--- src/rtl/rx_tlp_mwr_decoder.sv ---
`default_nettype none
// ============================================================================
// Module      : rx_tlp_mwr_decoder
// Description : Parses the 64-bit TRN RX stream, extracts 1/2-DW MWr32/MWr64
//               TLPs hitting the selected BAR and turns each payload DW into a
//               32-bit register-write strobe. Everything else is consumed and
//               counted in a saturating drop counter.
// Revision    : 1.0 - initial release
// ============================================================================
module rx_tlp_mwr_decoder #(
    parameter int BAR_SEL = 0,
    parameter int ADDR_W  = 10
) (
    input  logic              trn_clk,
    input  logic              trn_reset_n,
    input  logic [63:0]       trn_rd,
    input  logic [7:0]        trn_rrem_n,
    input  logic              trn_rsof_n,
    input  logic              trn_reof_n,
    input  logic              trn_rsrc_rdy_n,
    input  logic              trn_rsrc_dsc_n,
    input  logic [6:0]        trn_rbar_hit_n,
    output logic              reg_wr_en,
    output logic [ADDR_W-1:0] reg_wr_addr,
    output logic [31:0]       reg_wr_data,
    output logic [3:0]        reg_wr_be,
    output logic [15:0]       drop_cnt
);

    localparam logic [7:0] C_REM_2DW = 8'h00;
    localparam logic [7:0] C_REM_1DW = 8'h0F;

    typedef enum logic [2:0] {
        S_IDLE = 3'd0,
        S_A3   = 3'd1,
        S_A4   = 3'd2,
        S_D0   = 3'd3,
        S_D1   = 3'd4,
        S_SKIP = 3'd5
    } state_t;

    state_t              r_state;
    logic                r_len2;
    logic [3:0]          r_fbe;
    logic [3:0]          r_lbe;
    logic [ADDR_W-1:0]   r_addr;
    logic [31:0]         r_data0;

    // Commit stage: a TLP that ended cleanly, waiting to be strobed out
    logic                r_cm_valid;
    logic                r_cm_len2;
    logic [ADDR_W-1:0]   r_cm_addr;
    logic [31:0]         r_cm_d0;
    logic [31:0]         r_cm_d1;
    logic [3:0]          r_cm_fbe;
    logic [3:0]          r_cm_lbe;

    // One-entry buffer for the second DW of a 2-DW write
    logic                r_pd_valid;
    logic [ADDR_W-1:0]   r_pd_addr;
    logic [31:0]         r_pd_data;
    logic [3:0]          r_pd_be;

    logic                w_beat;
    logic                w_sof;
    logic                w_eof;
    logic                w_dsc;
    logic                w_rem2;
    logic                w_rem1;
    logic                w_hdr_ok;
    logic                w_is4dw;
    logic                w_len2;
    logic                w_active;
    logic [1:0]          w_drop_inc;
    logic                w_commit;
    logic [ADDR_W-1:0]   w_cm_addr;
    logic [31:0]         w_cm_d0;
    logic [31:0]         w_cm_d1;
    logic [16:0]         w_cnt_sum;
    logic                w_unused;

    // PCIe byte 0 travels in the MSB of a DW; registers want it in [7:0]
    function automatic logic [31:0] f_bswap(input logic [31:0] dw);
        return {dw[7:0], dw[15:8], dw[23:16], dw[31:24]};
    endfunction

    assign w_beat   = ~trn_rsrc_rdy_n;
    assign w_sof    = ~trn_rsof_n;
    assign w_eof    = ~trn_reof_n;
    assign w_dsc    = ~trn_rsrc_dsc_n;
    assign w_rem2   = (trn_rrem_n == C_REM_2DW);
    assign w_rem1   = (trn_rrem_n == C_REM_1DW);
    assign w_is4dw  = trn_rd[61];
    assign w_len2   = (trn_rd[41:32] == 10'd2);
    assign w_hdr_ok = trn_rd[62] && (trn_rd[60:56] == 5'd0)
                   && ((trn_rd[41:32] == 10'd1) || w_len2)
                   && !trn_rbar_hit_n[BAR_SEL];
    assign w_active = (r_state == S_A3) || (r_state == S_A4)
                   || (r_state == S_D0) || (r_state == S_D1);
    assign w_cnt_sum = {1'b0, drop_cnt} + {15'd0, w_drop_inc};
    assign w_unused  = ^{trn_rd, trn_rbar_hit_n};

    // Per-beat verdict: how many TLPs are dropped this cycle, and whether one commits
    always_comb begin
        w_drop_inc = 2'd0;
        w_commit   = 1'b0;
        w_cm_addr  = r_addr;
        w_cm_d0    = f_bswap(trn_rd[63:32]);
        w_cm_d1    = f_bswap(trn_rd[31:0]);
        if (w_dsc) begin
            w_drop_inc = {1'b0, w_active};
        end else if (w_beat) begin
            if (w_sof) begin
                w_drop_inc = {1'b0, w_active} + {1'b0, (!w_hdr_ok || w_eof)};
            end else begin
                case (r_state)
                    S_A3: begin
                        w_cm_addr = trn_rd[ADDR_W+33:34];
                        w_cm_d0   = f_bswap(trn_rd[31:0]);
                        if (!r_len2 && w_eof && w_rem2)
                            w_commit = 1'b1;
                        else if (!(r_len2 && !w_eof))
                            w_drop_inc = 2'd1;
                    end
                    S_A4: begin
                        if (w_eof)
                            w_drop_inc = 2'd1;
                    end
                    S_D0: begin
                        if (w_eof && (r_len2 ? w_rem2 : w_rem1))
                            w_commit = 1'b1;
                        else
                            w_drop_inc = 2'd1;
                    end
                    S_D1: begin
                        w_cm_d0 = f_bswap(r_data0);
                        w_cm_d1 = f_bswap(trn_rd[63:32]);
                        if (w_eof && w_rem1)
                            w_commit = 1'b1;
                        else
                            w_drop_inc = 2'd1;
                    end
                    default: ;
                endcase
            end
        end
    end

    // Parser FSM, drop counter and commit-stage capture
    always_ff @(posedge trn_clk or negedge trn_reset_n) begin
        if (!trn_reset_n) begin
            r_state    <= S_IDLE;
            r_len2     <= 1'b0;
            r_fbe      <= 4'd0;
            r_lbe      <= 4'd0;
            r_addr     <= '0;
            r_data0    <= 32'd0;
            r_cm_valid <= 1'b0;
            r_cm_len2  <= 1'b0;
            r_cm_addr  <= '0;
            r_cm_d0    <= 32'd0;
            r_cm_d1    <= 32'd0;
            r_cm_fbe   <= 4'd0;
            r_cm_lbe   <= 4'd0;
            drop_cnt   <= 16'd0;
        end else begin
            r_cm_valid <= w_commit;
            if (w_commit) begin
                r_cm_len2 <= r_len2;
                r_cm_addr <= w_cm_addr;
                r_cm_d0   <= w_cm_d0;
                r_cm_d1   <= w_cm_d1;
                r_cm_fbe  <= r_fbe;
                r_cm_lbe  <= r_lbe;
            end
            if (w_drop_inc != 2'd0)
                drop_cnt <= w_cnt_sum[16] ? 16'hFFFF : w_cnt_sum[15:0];

            if (w_dsc) begin
                r_state <= S_IDLE;
            end else if (w_beat) begin
                if (w_sof) begin
                    r_len2 <= w_len2;
                    r_fbe  <= trn_rd[3:0];
                    r_lbe  <= trn_rd[7:4];
                    if (w_hdr_ok && !w_eof)
                        r_state <= w_is4dw ? S_A4 : S_A3;
                    else if (w_eof)
                        r_state <= S_IDLE;
                    else
                        r_state <= S_SKIP;
                end else begin
                    case (r_state)
                        S_A3: begin
                            r_addr  <= trn_rd[ADDR_W+33:34];
                            r_data0 <= trn_rd[31:0];
                            if (r_len2 && !w_eof)
                                r_state <= S_D1;
                            else if (w_eof)
                                r_state <= S_IDLE;
                            else
                                r_state <= S_SKIP;
                        end
                        S_A4: begin
                            r_addr  <= trn_rd[ADDR_W+1:2];
                            r_state <= w_eof ? S_IDLE : S_D0;
                        end
                        S_D0, S_D1: r_state <= w_eof ? S_IDLE : S_SKIP;
                        S_SKIP: if (w_eof) r_state <= S_IDLE;
                        default: r_state <= S_IDLE;
                    endcase
                end
            end
        end
    end

    // Strobe generator: write0 from the commit stage, write1 from the pending buffer
    always_ff @(posedge trn_clk or negedge trn_reset_n) begin
        if (!trn_reset_n) begin
            reg_wr_en   <= 1'b0;
            reg_wr_addr <= '0;
            reg_wr_data <= 32'd0;
            reg_wr_be   <= 4'd0;
            r_pd_valid  <= 1'b0;
            r_pd_addr   <= '0;
            r_pd_data   <= 32'd0;
            r_pd_be     <= 4'd0;
        end else begin
            reg_wr_en <= 1'b0;
            if (r_pd_valid) begin
                reg_wr_en   <= 1'b1;
                reg_wr_addr <= r_pd_addr;
                reg_wr_data <= r_pd_data;
                reg_wr_be   <= r_pd_be;
                r_pd_valid  <= 1'b0;
            end else if (r_cm_valid) begin
                reg_wr_en   <= 1'b1;
                reg_wr_addr <= r_cm_addr;
                reg_wr_data <= r_cm_d0;
                reg_wr_be   <= r_cm_fbe;
                r_pd_valid  <= r_cm_len2;
                r_pd_addr   <= r_cm_addr + ADDR_W'(1);
                r_pd_data   <= r_cm_d1;
                r_pd_be     <= r_cm_lbe;
            end
        end
    end

endmodule
`default_nettype wire

--- config.mk ---
export PLATFORM = sky130hd
export DESIGN_NAME = rx_tlp_mwr_decoder
export DESIGN_NICKNAME = d
export VERILOG_FILES = /design/src/rtl/rx_tlp_mwr_decoder.sv
export SDC_FILE = /design/constraint.sdc
export NUM_CORES = 1
export LEC_CHECK = 0
export ABC_AREA = 0
export CAP_MARGIN = 20
export CELL_PAD_IN_SITES_DETAIL_PLACEMENT = 0
export CELL_PAD_IN_SITES_GLOBAL_PLACEMENT = 1
export CORE_ASPECT_RATIO = 0.6
export CORE_MARGIN = 4
export CORE_UTILIZATION = 39
export CTS_CLUSTER_DIAMETER = 60
export DETAILED_ROUTE_END_ITERATION = 10
export HOLD_SLACK_MARGIN = 0.03
export PLACE_DENSITY = 0.78
export SLEW_MARGIN = 20
export SYNTH_ARGS = -nofsm -noshare
export SYNTH_HDL_FRONTEND = slang
export SYNTH_SLANG_ARGS = --single-unit
--- constraint.sdc ---
create_clock -name trn_clk -period 3.25 [get_ports trn_clk]
set_input_delay 0.4875 -clock trn_clk [delete_from_list [all_inputs] [get_ports trn_clk]]
set_output_delay 0.4875 -clock trn_clk [all_outputs]
set_load 0.05 [all_outputs]
# Word level (Yosys, flattened, before mapping)
# Index checks and enable logic that the tools add are counted.
dict set report op_classes {
  addsub 3
  eq_ne 10
  n_mux 51
  bitwise 4
  reduce_logical 28
}
# operator count
set ops {}
lappend ops {{2-to-1 mux 32 bit} 9}
lappend ops {{case mux 32 bit (2 select lines)} 1}
lappend ops {{2-to-1 mux 10 bit} 6}
lappend ops {{2-to-1 mux 3 bit} 7}
lappend ops {{case mux 10 bit (2 select lines)} 1}
lappend ops {{adder 16 x 2 -> 17 bit} 1}
lappend ops {{2-to-1 mux 1 bit} 16}
lappend ops {{2-to-1 mux 16 bit} 1}
lappend ops {{case mux 3 bit (4 select lines)} 1}
lappend ops {{adder 10 x 1 -> 10 bit (second input constant)} 1}
lappend ops {{equality test 10 x 1 -> 1 bit (second input constant)} 1}
lappend ops {{equality test 10 x 2 -> 1 bit (second input constant)} 1}
lappend ops {{2-to-1 mux 2 bit} 5}
lappend ops {{logical AND 1 bit} 9}
lappend ops {{equality test 8 x 4 -> 1 bit (second input constant)} 1}
lappend ops {{zero test 8 bit} 1}
lappend ops {{2-to-1 mux 4 bit} 2}
lappend ops {{AND reduction 4 bit} 2}
lappend ops {{equality test 3 x 2 -> 1 bit (second input constant)} 2}
lappend ops {{equality test 3 bit (second input constant)} 2}
lappend ops {{nonzero test 2 bit} 3}
lappend ops {{zero test 5 bit} 1}
lappend ops {{logical OR 1 bit} 5}
lappend ops {{!= test 4 bit (second input constant)} 1}
lappend ops {{10 further kinds} 16}
dict set report totals {
  ff_bits 248
  input_bits 85
  out_inout_bits 63
}

# Depth between registers and ports, before layout
# Gate-level depths: netlist of run 1.
dict set report logic_depth {
  ltp_word 12
  depth_mapped 17
  ltp_nobuf 17
}

# Least setup slack after synthesis of run 1
# No wires, ideal clock.
dict set report synth_timing {
  kind {input to register}
  from {in trn_reof_n}
  to {reg drop_cnt[3]}
  arrival_time_ns 3.579
  path_slack_ns -0.409
  cell_stages 16
  n_path_buf 3
  path_cell_list {clkbuf_1 nor4b_1 a211oi_1 o211ai_1 nand3_2 buf_2 nand3_1 ha_1 inv_1 fa_1 and4b_1 nand4_1 or2_2 buf_1 a22oi_1 a2bb2oi_1}
}
dict set report synth_via {
  elab_chain_len 10
}
# element line
set synth_lines {}
lappend synth_lines {{from (decl)} 19} ;# input logic trn_reof_n,
lappend synth_lines {{inverter 1 bit} 89} ;# assign w_eof = ~trn_reof_n;
lappend synth_lines {{logical AND 1 bit (2 in series)} 120} ;# if (!r_len2 && w_eof && w_rem2)
lappend synth_lines {{2-to-1 mux 1 bit} 120}
lappend synth_lines {{case mux 1 bit (4 select lines)} 116} ;# case (r_state)
lappend synth_lines {{2-to-1 mux 2 bit (*)} 113} ;# if (w_sof) begin
lappend synth_lines {{2-to-1 mux 2 bit (*)} 112} ;# end else if (w_beat) begin
lappend synth_lines {{2-to-1 mux 2 bit (*)} 110} ;# if (w_dsc) begin
lappend synth_lines {{adder 16 x 2 -> 17 bit} 100} ;# assign w_cnt_sum = {1'b0, drop_cnt} + {15'd0, w_drop_inc};
lappend synth_lines {{2-to-1 mux 16 bit} 177} ;# drop_cnt <= w_cnt_sum[16] ? 16'hFFFF : w_cnt_sum[15:0];
lappend synth_lines {{to (signal assigned)} 177}
lappend synth_lines {{to (decl)} 27} ;# output logic [15:0] drop_cnt
# Mark *: on every way between the ends. The rest lies on a longest branch, timed or not.
# A chain may end at the register's enable or synchronous reset.

# Worst setup path after layout of run 1
dict set report layout_timing {
  from {in trn_rd[37]}
  to {reg drop_cnt[7]}
}
dict set report layout_via {
  elab_chain_len 12
}
# element line
set layout_lines {}
lappend layout_lines {{from (decl)} 16} ;# input logic [63:0] trn_rd,
lappend layout_lines {{equality test 10 x 1 -> 1 bit / equality test 10 x 2 -> 1 bit (equally long branches)} {96, 94}}
lappend layout_lines {{logical OR 1 bit (*)} 96} ;# && ((trn_rd[41:32] == 10'd1) || w_len2)
lappend layout_lines {{logical AND 1 bit (*)} 96}
lappend layout_lines {{logical AND 1 bit (*)} 97} ;# && !trn_rbar_hit_n[BAR_SEL];
lappend layout_lines {{zero test 1 bit (*)} 114} ;# w_drop_inc = {1'b0, w_active} + {1'b0, (!w_hdr_ok || w_eof)};
lappend layout_lines {{logical OR 1 bit (*)} 114}
lappend layout_lines {{adder 1 x 1 -> 2 bit (*)} 114}
lappend layout_lines {{2-to-1 mux 2 bit (*)} 113}
lappend layout_lines {{2-to-1 mux 2 bit (*)} 112}
lappend layout_lines {{2-to-1 mux 2 bit (*)} 110}
lappend layout_lines {{adder 16 x 2 -> 17 bit} 100}
lappend layout_lines {{2-to-1 mux 16 bit} 177}
# Marks and branches as above.

==> reports/results.ini, run 1 <==
[timing]
finalSetupViolCount=0
skew_ns=0.008155
setup_tns_ns=0
max_freq_ghz=0.3106
final_hold_viol_count=0
worst_pin_slew_ns=1.063
worst_slack_ns=0.03077
finalCritPeriodShare=0.9905
fin_crit_ns=3.219
slew_viol_final=0
grt_setup_unrepaired=true
relSlewSlack=0.2894

[synth]
synth_cell_types=56
mappedNetlistArea_sq_um=11390
synth_top_area_frac=0.5450
async_reset_ff_frac=1.000
syn_area_per_cell_sq_um=9.634
synth_area_leaders=dfrtp_1, nand2_1, mux2i_1
ys_warn_count=0
synth_edf_count=0
synth_area_leader_cell=dfrtp_1
syn_inst=1182
synth_nets=1272
synth_ff_type=dfrtp_1
seq_area_frac_synth=0.5450
yosys_register_bits=248
synth_most_common_cell=nand2_1
yosys-top-cells-count=nand2_1, dfrtp_1, o21ai_0

[cts]
cts.clk_slew.worst_paths_ns=0.07
cts_tree=done
clockRootBuffer=clkbuf_16
worst_skew_pair.late_latency_ns=0.52
cts.sinks=248
ctsHtreeMaxLevel=1
cts.path.max_buffers=3
numCtsBuffers=25

[critical_path]
cpMostUsedCell=inv_2
endpoint_kind=flop
crit_buf_inv=4
slowest_stage=fa_2
cp.required_ns=3.69
slowest_delay_ns=0.33
crit_type=in -> reg
arrival_ns=3.66
cp_max_fo=4
cp-start-kind=primary input
path_cells=clkdlybuf4s15_1 -> nor4_2 -> nand2_2 -> nor3_4 -> and2_4 -> inv_2 -> ha_4 -> a22oi_2 -> nand3_1 -> ha_2 -> inv_2 -> fa_2 -> and4b_1 -> nand4_1 -> nor2_2 -> buf_6 -> a31oi_1 -> a21oi_1 -> a2bb2oi_1
critPathTopFamily=simple AND/OR/NAND/NOR gates

[placement]
post-place-ws_ns=-1.004
port_buffers=141
dp_hpwl_um=21220
routabilityCongestion=0.8420

[die]
pin_count=148
dieArea_sq_um=32090
start_util=0.3958
die_y_um=140.4
rows=48
coreArea_sq_um=28770
die_width_um=228.6

[grt]
grt_use_total=0.1970
overflow=0
grt_pass1_wl_um=50940
grt_start_max_net_pins=101
antenna_found_initial=0
grt_pass1_vias=8590

[pwr]
leakage_nw=6.775
irDropWorstVdd_mv=0.3002
power_density_nw_per_um2=484.9

[run]
max_cap_violations=0

[finish]
area_growth_pct=28.25
final_layout_size_suffix_gt1_frac=0.1444
nNetsFinal=1440
diodes=0
utilization=0.5077

[route]
vias=8931
drt_iter0_markers=698
post_drt_wl_per_cell_um=18.43
route.detailed.drc=0
drt-total-wl_um=32050
vias_per_cell=5.136
ant_nets=0
dr.pass1.iters=5

[run_status]
status=finished, final reports clean

[worst_hold_path]
worst_hold_path_type=in -> reg

what timing repair did:
item	CTS	global route
resized for setup	46	31
buffers inserted	2	1
setup endpoints to repair	16	14
pin swaps	15	14
endpoints found under the hold margin	61	0
hold buffers	1	0
cell usage in the layout (no fill, tap or decap), drive strengths merged, types with 5 or more instances in the layout:
cell type / synthesis / final
buf: 26 / 80
nand3: 12 / 12
a211oi: 5 / 5
nand2: 363 / 363
inv: 10 / 10
nor2: 36 / 36
dfrtp: 248 / 248
a22o: 19 / 19
nor3: 5 / 5
and3: 7 / 7
clkdlybuf4s50: 0 / 122
mux2: 26 / 26
dlygate4sd2: 0 / 7
a22oi: 17 / 17
o21ai: 132 / 132
and2: 5 / 5
a21oi: 55 / 55
mux2i: 99 / 99
nand2b: 5 / 5
nand4: 5 / 5
clkbuf: 49 / 37
xnor2: 8 / 8
clkinv: 0 / 5
worst reg2reg max path, stage by stage (launching register included):
cell and delay [ns]:
dfrtp_2 0.45, nor4b_4 0.31, a211oi_1 0.08, o211ai_1 0.28
nand3_2 0.13, nand3_1 0.11, ha_2 0.19, inv_2 0.04
fa_2 0.33, and4b_1 0.28, nand4_1 0.22, nor2_2 0.21
buf_6 0.14, a31oi_1 0.04, a21oi_1 0.14, a2bb2oi_1 0.16
path summary, 6_finish.rpt:
kind                                  start         endpoint  slack [ns]  cells after the start
worst min-delay path             trn_rd[40]     r_cm_addr[6]        0.42                      4
worst max-delay path             trn_rd[37]      drop_cnt[7]        0.03                     19
worst max register to register   r_state[2]      drop_cnt[7]        0.07                     15
min in group asynchronous       trn_reset_n   reg_wr_addr[8]        0.58                      2
worst min register to register  r_cm_d1[21]    r_pd_data[21]        0.47                      2
max in group asynchronous       trn_reset_n  reg_wr_data[28]        1.82                      3
sequential cells by signal, summed over array words and instances (netlist names), 16 cells and up:
register and cells:
r_pd_data 32, reg_wr_data 32, r_cm_d1 32, drop_cnt 16, r_cm_d0 32, r_data0 32
through the flow:
step                area [sq um]  power (mW)  hold WS (ns)  std cells
global placement           13680       4.204        0.4490       1694
finish                     14600       7.082        0.4206       1739
global route               14600       7.361        0.4389       1739
CTS                        14530       7.135        0.4183       1738
floorplan                  11460       3.806        0.1919       1182
detailed placement         13680       4.223        0.4488       1694
where the power goes:
| part | total (mW) | internal [mW] | switching (mW) |
|---|---|---|---|
| clock network | 2.91 | 1.71 | 1.20 |
| logic | 0.782 | 0.350 | 0.432 |
| registers | 3.39 | 3.26 | 0.124 |
area by class of cell:
class                      count  area (sq um)
clock buffer                  33         685.7
clock inverter                 8         115.1
fill                        2651         14160
inverter                      10         37.54
multi-input combinational    849          5044
sequential                   248          6217
tap                          375         469.2
timing repair buffer         216          2036
cells by family after synthesis:
family / after synthesis / synth area share
AO/OA/AOI/OAI: 247 / 0.1257
XOR/XNOR: 11 / 0.008461
adder cells (fa/ha/maj): 5 / 0.006153
buffers and inverters: 85 / 0.03219
flip-flops: 248 / 0.5450
multiplexers: 125 / 0.1154
AND/OR/NAND/NOR: 461 / 0.1671
metal layers:
metal  wire length, um  GRT usage  share of wire
met5                 0          0              0
met4               482    0.03283          0.015
met3              1549    0.03191          0.048
met2             13660     0.2885           0.43
met1             16360     0.3112           0.51
(Power assumes the default switching activity.)
==> inputs of run 2 (changes only) <==
SKIP_LAST_GASP = 1   (was unset)
==> run 2 against run 1 <==
Utilization hardly changed. Fmax is 0.45% lower. Flip-flop and latch count stayed put. Register-to-register slack worse by 0.03 ns. Hold slack worse by 0.0023 ns. Cell area hardly changed. Global-route usage stayed put. Sequential power hardly changed. Critical path type unchanged. Largest cell class unchanged.
==> reports/results.ini, run 2 (synthesis results as in run 1) <==
[die]
dieArea_sq_um=32090  ; unchanged
coreArea_sq_um=28770  ; unchanged
pin_count=148  ; unchanged
rows=48  ; unchanged
die_width_um=228.6  ; unchanged
start_util=0.3958  ; unchanged
die_y_um=140.4  ; unchanged

[critical_path]
cpMostUsedCell=inv_2
path_cells=clkdlybuf4s15_1 -> nor4_2 -> nand2_2 -> nor3_4 -> and2_4 -> inv_2 -> ha_4 -> a22oi_2 -> nand3_1 -> ha_2 -> inv_2 -> fa_2 -> and4b_1 -> nand4_1 -> or2_4 -> a22oi_1 -> a2bb2oi_1
cp.required_ns=3.70  ; about the same
rrSetupSlack_ns=0.04  ; -0.03 ns
slowest_stage=or2_4
arrival_ns=3.68  ; +0.02 ns
slowest_delay_ns=0.38  ; +0.05 ns
cp-start-kind=primary input
endpoint_kind=flop
cp_max_fo=9  ; +5
crit_type=in -> reg

[finish]
mostFrequentLayoutCells=nand2_1, dfrtp_1, o21ai_0, clkdlybuf4s50_1, mux2i_1
final_common_cell=nand2_1
area_growth_pct=28.21  ; about the same
final_layout_size_suffix_gt1_frac=0.1437  ; -0.0007331
diodes=0  ; unchanged
n_fill_cell=2648  ; -0.11%
final_cells=1739  ; unchanged
nNetsFinal=1440  ; unchanged

[placement]
dp_hpwl_um=21220  ; unchanged
routabilityCongestion=0.8420  ; unchanged
port_buffers=141  ; unchanged
dp_cells=1694  ; unchanged

[run_status]
status=finished, final reports clean

[pwr]
irDropWorstVdd_mv=0.3017  ; +0.48%
leakage_nw=6.775  ; about the same
power_density_nw_per_um2=485.1  ; about the same
power_mw=7.082  ; about the same

[cts]
clockRootBuffer=clkbuf_16
ctsHtreeMaxLevel=1  ; unchanged
worst_skew_pair.late_latency_ns=0.52  ; about the same
cts.clk_slew.worst_paths_ns=0.06  ; about the same
numCtsBuffers=25  ; unchanged
cts.path.max_buffers=3  ; unchanged
cts.sinks=248  ; unchanged
cts_tree=done

[timing]
grt_setup_unrepaired=true
finalCritPeriodShare=0.9950  ; +0.004436
max_freq_ghz=0.3092  ; -0.45%
finalSetupViolCount=0  ; unchanged
worst_pin_slew_ns=1.067  ; +0.003997 ns
setup_tns_ns=0  ; unchanged
final_hold_viol_count=0  ; unchanged
fin_crit_ns=3.234  ; +0.01442 ns
hold_ws_ns=0.4183  ; -0.002319 ns
relSlewSlack=0.2867  ; -0.002671
slew_viol_final=0  ; unchanged
skew_ns=0.008736  ; +0.0005813 ns

[route]
post_drt_wl_per_cell_um=18.43  ; about the same
drt_iter0_markers=710  ; +1.7%
vias=8935  ; +0.045%
ant_nets=0  ; unchanged
route.detailed.drc=0  ; unchanged
drt-total-wl_um=32060  ; about the same
vias_per_cell=5.138  ; about the same
dr.pass1.iters=7  ; +2

[worst_hold_path]
worst_hold_path_type=in -> reg

[run]
max_cap_violations=0  ; unchanged

[grt]
grt_start_max_net_pins=101  ; unchanged
grt_pass1_wl_um=50940  ; unchanged
overflow=0  ; unchanged
antenna_found_initial=0  ; unchanged
grt_pass1_vias=8590  ; unchanged
grt_use_total=0.1970  ; unchanged

[run 2: worst paths after layout]
| check | from | endpoint | cells after the start |
|---|---|---|---|
| setup / recovery | trn_rd[37] | drop_cnt[3] | 17 |
| hold / removal | trn_rd[35] | r_cm_addr[1] | 4 |
| setup reg to reg | r_state[2] | drop_cnt[3] | 13 |
| hold reg to reg | r_cm_d1[21] | r_pd_data[21] | 2 |
| max in group asynchronous | trn_reset_n | reg_wr_data[28] | 3 |
| min in group asynchronous | trn_reset_n | reg_wr_addr[8] | 2 |
[run 2: report_power, final]
group / internal, mW / switching, mW
Sequential: 3.26 / 0.125
Clock: 1.71 / 1.20
Combinational: 0.350 / 0.432
Total: 5.32 / 1.76
[run 2: final cells by class]
class | count | area [sq um] | area share
timing repair buffer | 216 | 2036 | 0.1394
clock buffer | 33 | 685.7 | 0.04697
inverter | 10 | 37.54 | 0.002571
clock inverter | 8 | 115.1 | 0.007885
tap | 375 | 469.2 | 0.03214
sequential | 248 | 6217 | 0.4259
multi-input combinational | 849 | 5039 | 0.3451
[run 2: through the flow]
step           setup WS (ns)    util  area, sq um
6_report             0.01635  0.5075        14600
3_5_place_dp          -1.004  0.4757        13680
3_3_place_gp         -0.9517  0.4757        13680
4_1_cts             0.002838  0.5052        14530
2_1_floorplan        -0.1731       -        11460
5_1_grt              -0.1378  0.5075        14600
[run 2: worst max-delay path: cells and delay by family]
family,cells,cell delay [ns]
AND/OR/NAND/NOR,8,1.75
adder cells (fa/ha/maj),3,0.77
AO/OA/AOI/OAI,3,0.40
buffers and inverters,3,0.28
[run 2: timing repair]
item                       CTS  global route
hold endpoints to repair    61             0
setup endpoints to repair   16            14
resized for setup           46            30
pin swaps                   15            14
hold buffers                 1             0
setup buffers                2             1
[run 2: per-layer routing]
layer  track usage  part of all wire
met1        0.3112              0.51
met2        0.2885              0.43
met3       0.03191             0.049
met4       0.03283             0.015
met5             0                 0
==> inputs of run 3 (changes only) <==
--- a/config.mk
+++ b/config.mk
@@ -18,2 +18,3 @@
 export PLACE_DENSITY = 0.78
+export SKIP_CTS_REPAIR_TIMING = 1
 export SKIP_LAST_GASP = 1
==> constraint.sdc (replaced) <==
create_clock -name trn_clk -period 3.25 [get_ports trn_clk]
set_input_delay 0.975 -clock trn_clk [delete_from_list [all_inputs] [get_ports trn_clk]]
set_output_delay 0.975 -clock trn_clk [all_outputs]
set_load 0.05 [all_outputs]
==> run 3 against run 2 <==
Global-route usage grew 0.26 points. Combinational power grew 2%. The run now ends with negative setup slack left. Via count grew 1.2%.
==> reports/results.ini, run 3 (synthesis results as in run 1) <==
[run_status]
status=complete, but fails checks
violations=negative setup slack

[die]
pin_count=148  ; unchanged
coreArea_sq_um=28770  ; unchanged
dieArea_sq_um=32090  ; unchanged
die_y_um=140.4  ; unchanged
rows=48  ; unchanged
die_width_um=228.6  ; unchanged
start_util=0.3958  ; unchanged

[cts]
ctsHtreeMaxLevel=1  ; unchanged
numCtsBuffers=25  ; unchanged
cts.path.max_buffers=3  ; unchanged
cts.clk_slew.worst_paths_ns=0.07  ; about the same
worst_skew_pair.late_latency_ns=0.53  ; about the same
cts_tree=done
cts.sinks=248  ; unchanged
clockRootBuffer=clkbuf_16

[grt]
antenna_found_initial=0  ; unchanged
grt_use_total=0.1996  ; +0.002616
grt_pass1_wl_um=51650  ; +1.4%
grt_start_max_net_pins=101  ; unchanged
overflow=0  ; unchanged
grt_pass1_vias=8895  ; +3.6%

[timing]
finalSetupViolCount=16  ; +16
fin_crit_ns=3.774  ; +0.5401 ns
slew_viol_final=0  ; unchanged
setup_tns_ns=-7.452  ; -7.452 ns
worst_pin_slew_ns=1.087  ; +0.01986 ns
skew_ns=0.009319  ; +0.0005831 ns
max_freq_ghz=0.2650  ; -14%
final_hold_viol_count=0  ; unchanged
hold_ws_ns=0.3036  ; -0.1147 ns
relSlewSlack=0.2735  ; -0.01327
finalCritPeriodShare=1.161  ; +0.1662
grt_setup_unrepaired=true
worst_slack_ns=-0.5238  ; -0.5401 ns

[route]
drt-total-wl_um=32630  ; +1.8%
vias=9040  ; +1.2%
drt_iter0_markers=627  ; -12%
route.detailed.drc=0  ; unchanged
post_drt_wl_per_cell_um=18.74  ; +1.7%
ant_nets=0  ; unchanged
vias_per_cell=5.192  ; +1.1%
dr.pass1.iters=5  ; -2

[worst_hold_path]
worst_hold_path_type=in -> async

[finish]
diodes=0  ; unchanged
area_growth_pct=29.59
final_layout_size_suffix_gt1_frac=0.1457  ; +0.001986
mostFrequentLayoutCells=nand2_1, dfrtp_1, o21ai_0, clkdlybuf4s50_1, mux2i_1
n_fill_cell=2622  ; -0.98%
final_common_cell=nand2_1
nNetsFinal=1442  ; +0.14%
stdcell_area_sq_um=14760  ; +1.1%
utilization=0.5130  ; +0.005480
final_cells=1741  ; +0.12%

[run]
max_cap_violations=0  ; unchanged

[placement]
placement.cell_area_sq_um=13690  ; about the same
routabilityCongestion=0.8311  ; -1.3%
post-place-ws_ns=-1.598  ; -0.5949 ns
port_buffers=141  ; unchanged
dp_cells=1692  ; -0.12%
dp_hpwl_um=21310  ; +0.39%

[critical_path]
cp.required_ns=3.71  ; about the same
reg2reg_to=drop_cnt[7]
crit_end=drop_cnt[7]
rrSetupSlack_ns=-0.16  ; -0.20 ns
r2r_start=r_state[2]
r2r_cells=16  ; +3
crit_type=in -> reg
cp-start-kind=primary input
cp_max_fo=4  ; -5
endpoint_kind=flop
arrival_ns=4.23  ; +0.55 ns
cp-startpoint=trn_rd[32]

[pwr]
power_mw=7.132  ; +0.71%
leakage_nw=6.913  ; +2.0%
irDropWorstVdd_mv=0.3219  ; +6.7%
power_density_nw_per_um2=483.3  ; -0.37%

## run 3: cell count changes in the layout (fill, tap and decap cells not counted), sizes merged
cell           delta
dlymetal6s2s     +12
dlygate4sd2       -7
clkbuf            -4
clkdlybuf4s15     -2
clkdlybuf4s50     +2
clkinvlp          +1
dlygate4sd3       -1
inv               +1
## run 3: per-layer routing
metal | track usage | part of all wire | up-vias
li1 | - | - | 4364
met1 | 0.3104 | 0.51 | 4447
met2 | 0.2930 | 0.43 | 189
met3 | 0.03374 | 0.047 | 40
met4 | 0.04120 | 0.018 | 0
met5 | 0 | 0 | -
## run 3: worst max-delay path: stages
cell and delay, ns:
clkdlybuf4s50_1 0.46, xnor2_2 0.21, nor3_4 0.14, and2_4 0.17, inv_2 0.04, ha_4 0.25
a22oi_2 0.07, nand3_1 0.13, ha_2 0.19, inv_2 0.04, fa_2 0.35, and4b_1 0.30
nand4_1 0.13, buf_6 0.16, nor2_4 0.15, buf_6 0.13, a31oi_1 0.04, a21oi_1 0.13
a2bb2oi_1 0.16
## run 3: final cells by class
class,count,area [sq um],area share
clock buffers,31,688.2,0.04663
clock inverters,10,131.4,0.008903
inverters,10,37.54,0.002544
multi-input cells,849,5060,0.3429
flip-flops and latches,248,6211,0.4209
well taps,375,469.2,0.03180
repair buffers,218,2160,0.1463
## run 3: power by group
part           internal [mW]  switching, mW  total [mW]
Combinational          0.357          0.436       0.794
Clock                   1.73           1.22        2.95
Sequential              3.26          0.123        3.39
## run 3: worst min-delay path by stage
stage                startpoint              to  slack (ns)
finish              trn_reset_n    r_pd_addr[7]        0.30
global route        trn_reset_n  reg_wr_addr[5]        0.30
CTS                 trn_reset_n     r_cm_fbe[3]        0.29
detailed placement  r_cm_d1[15]   r_pd_data[15]        0.45
global placement    r_cm_d1[11]   r_pd_data[11]        0.45
floorplan            r_cm_d1[0]    r_pd_data[0]        0.44
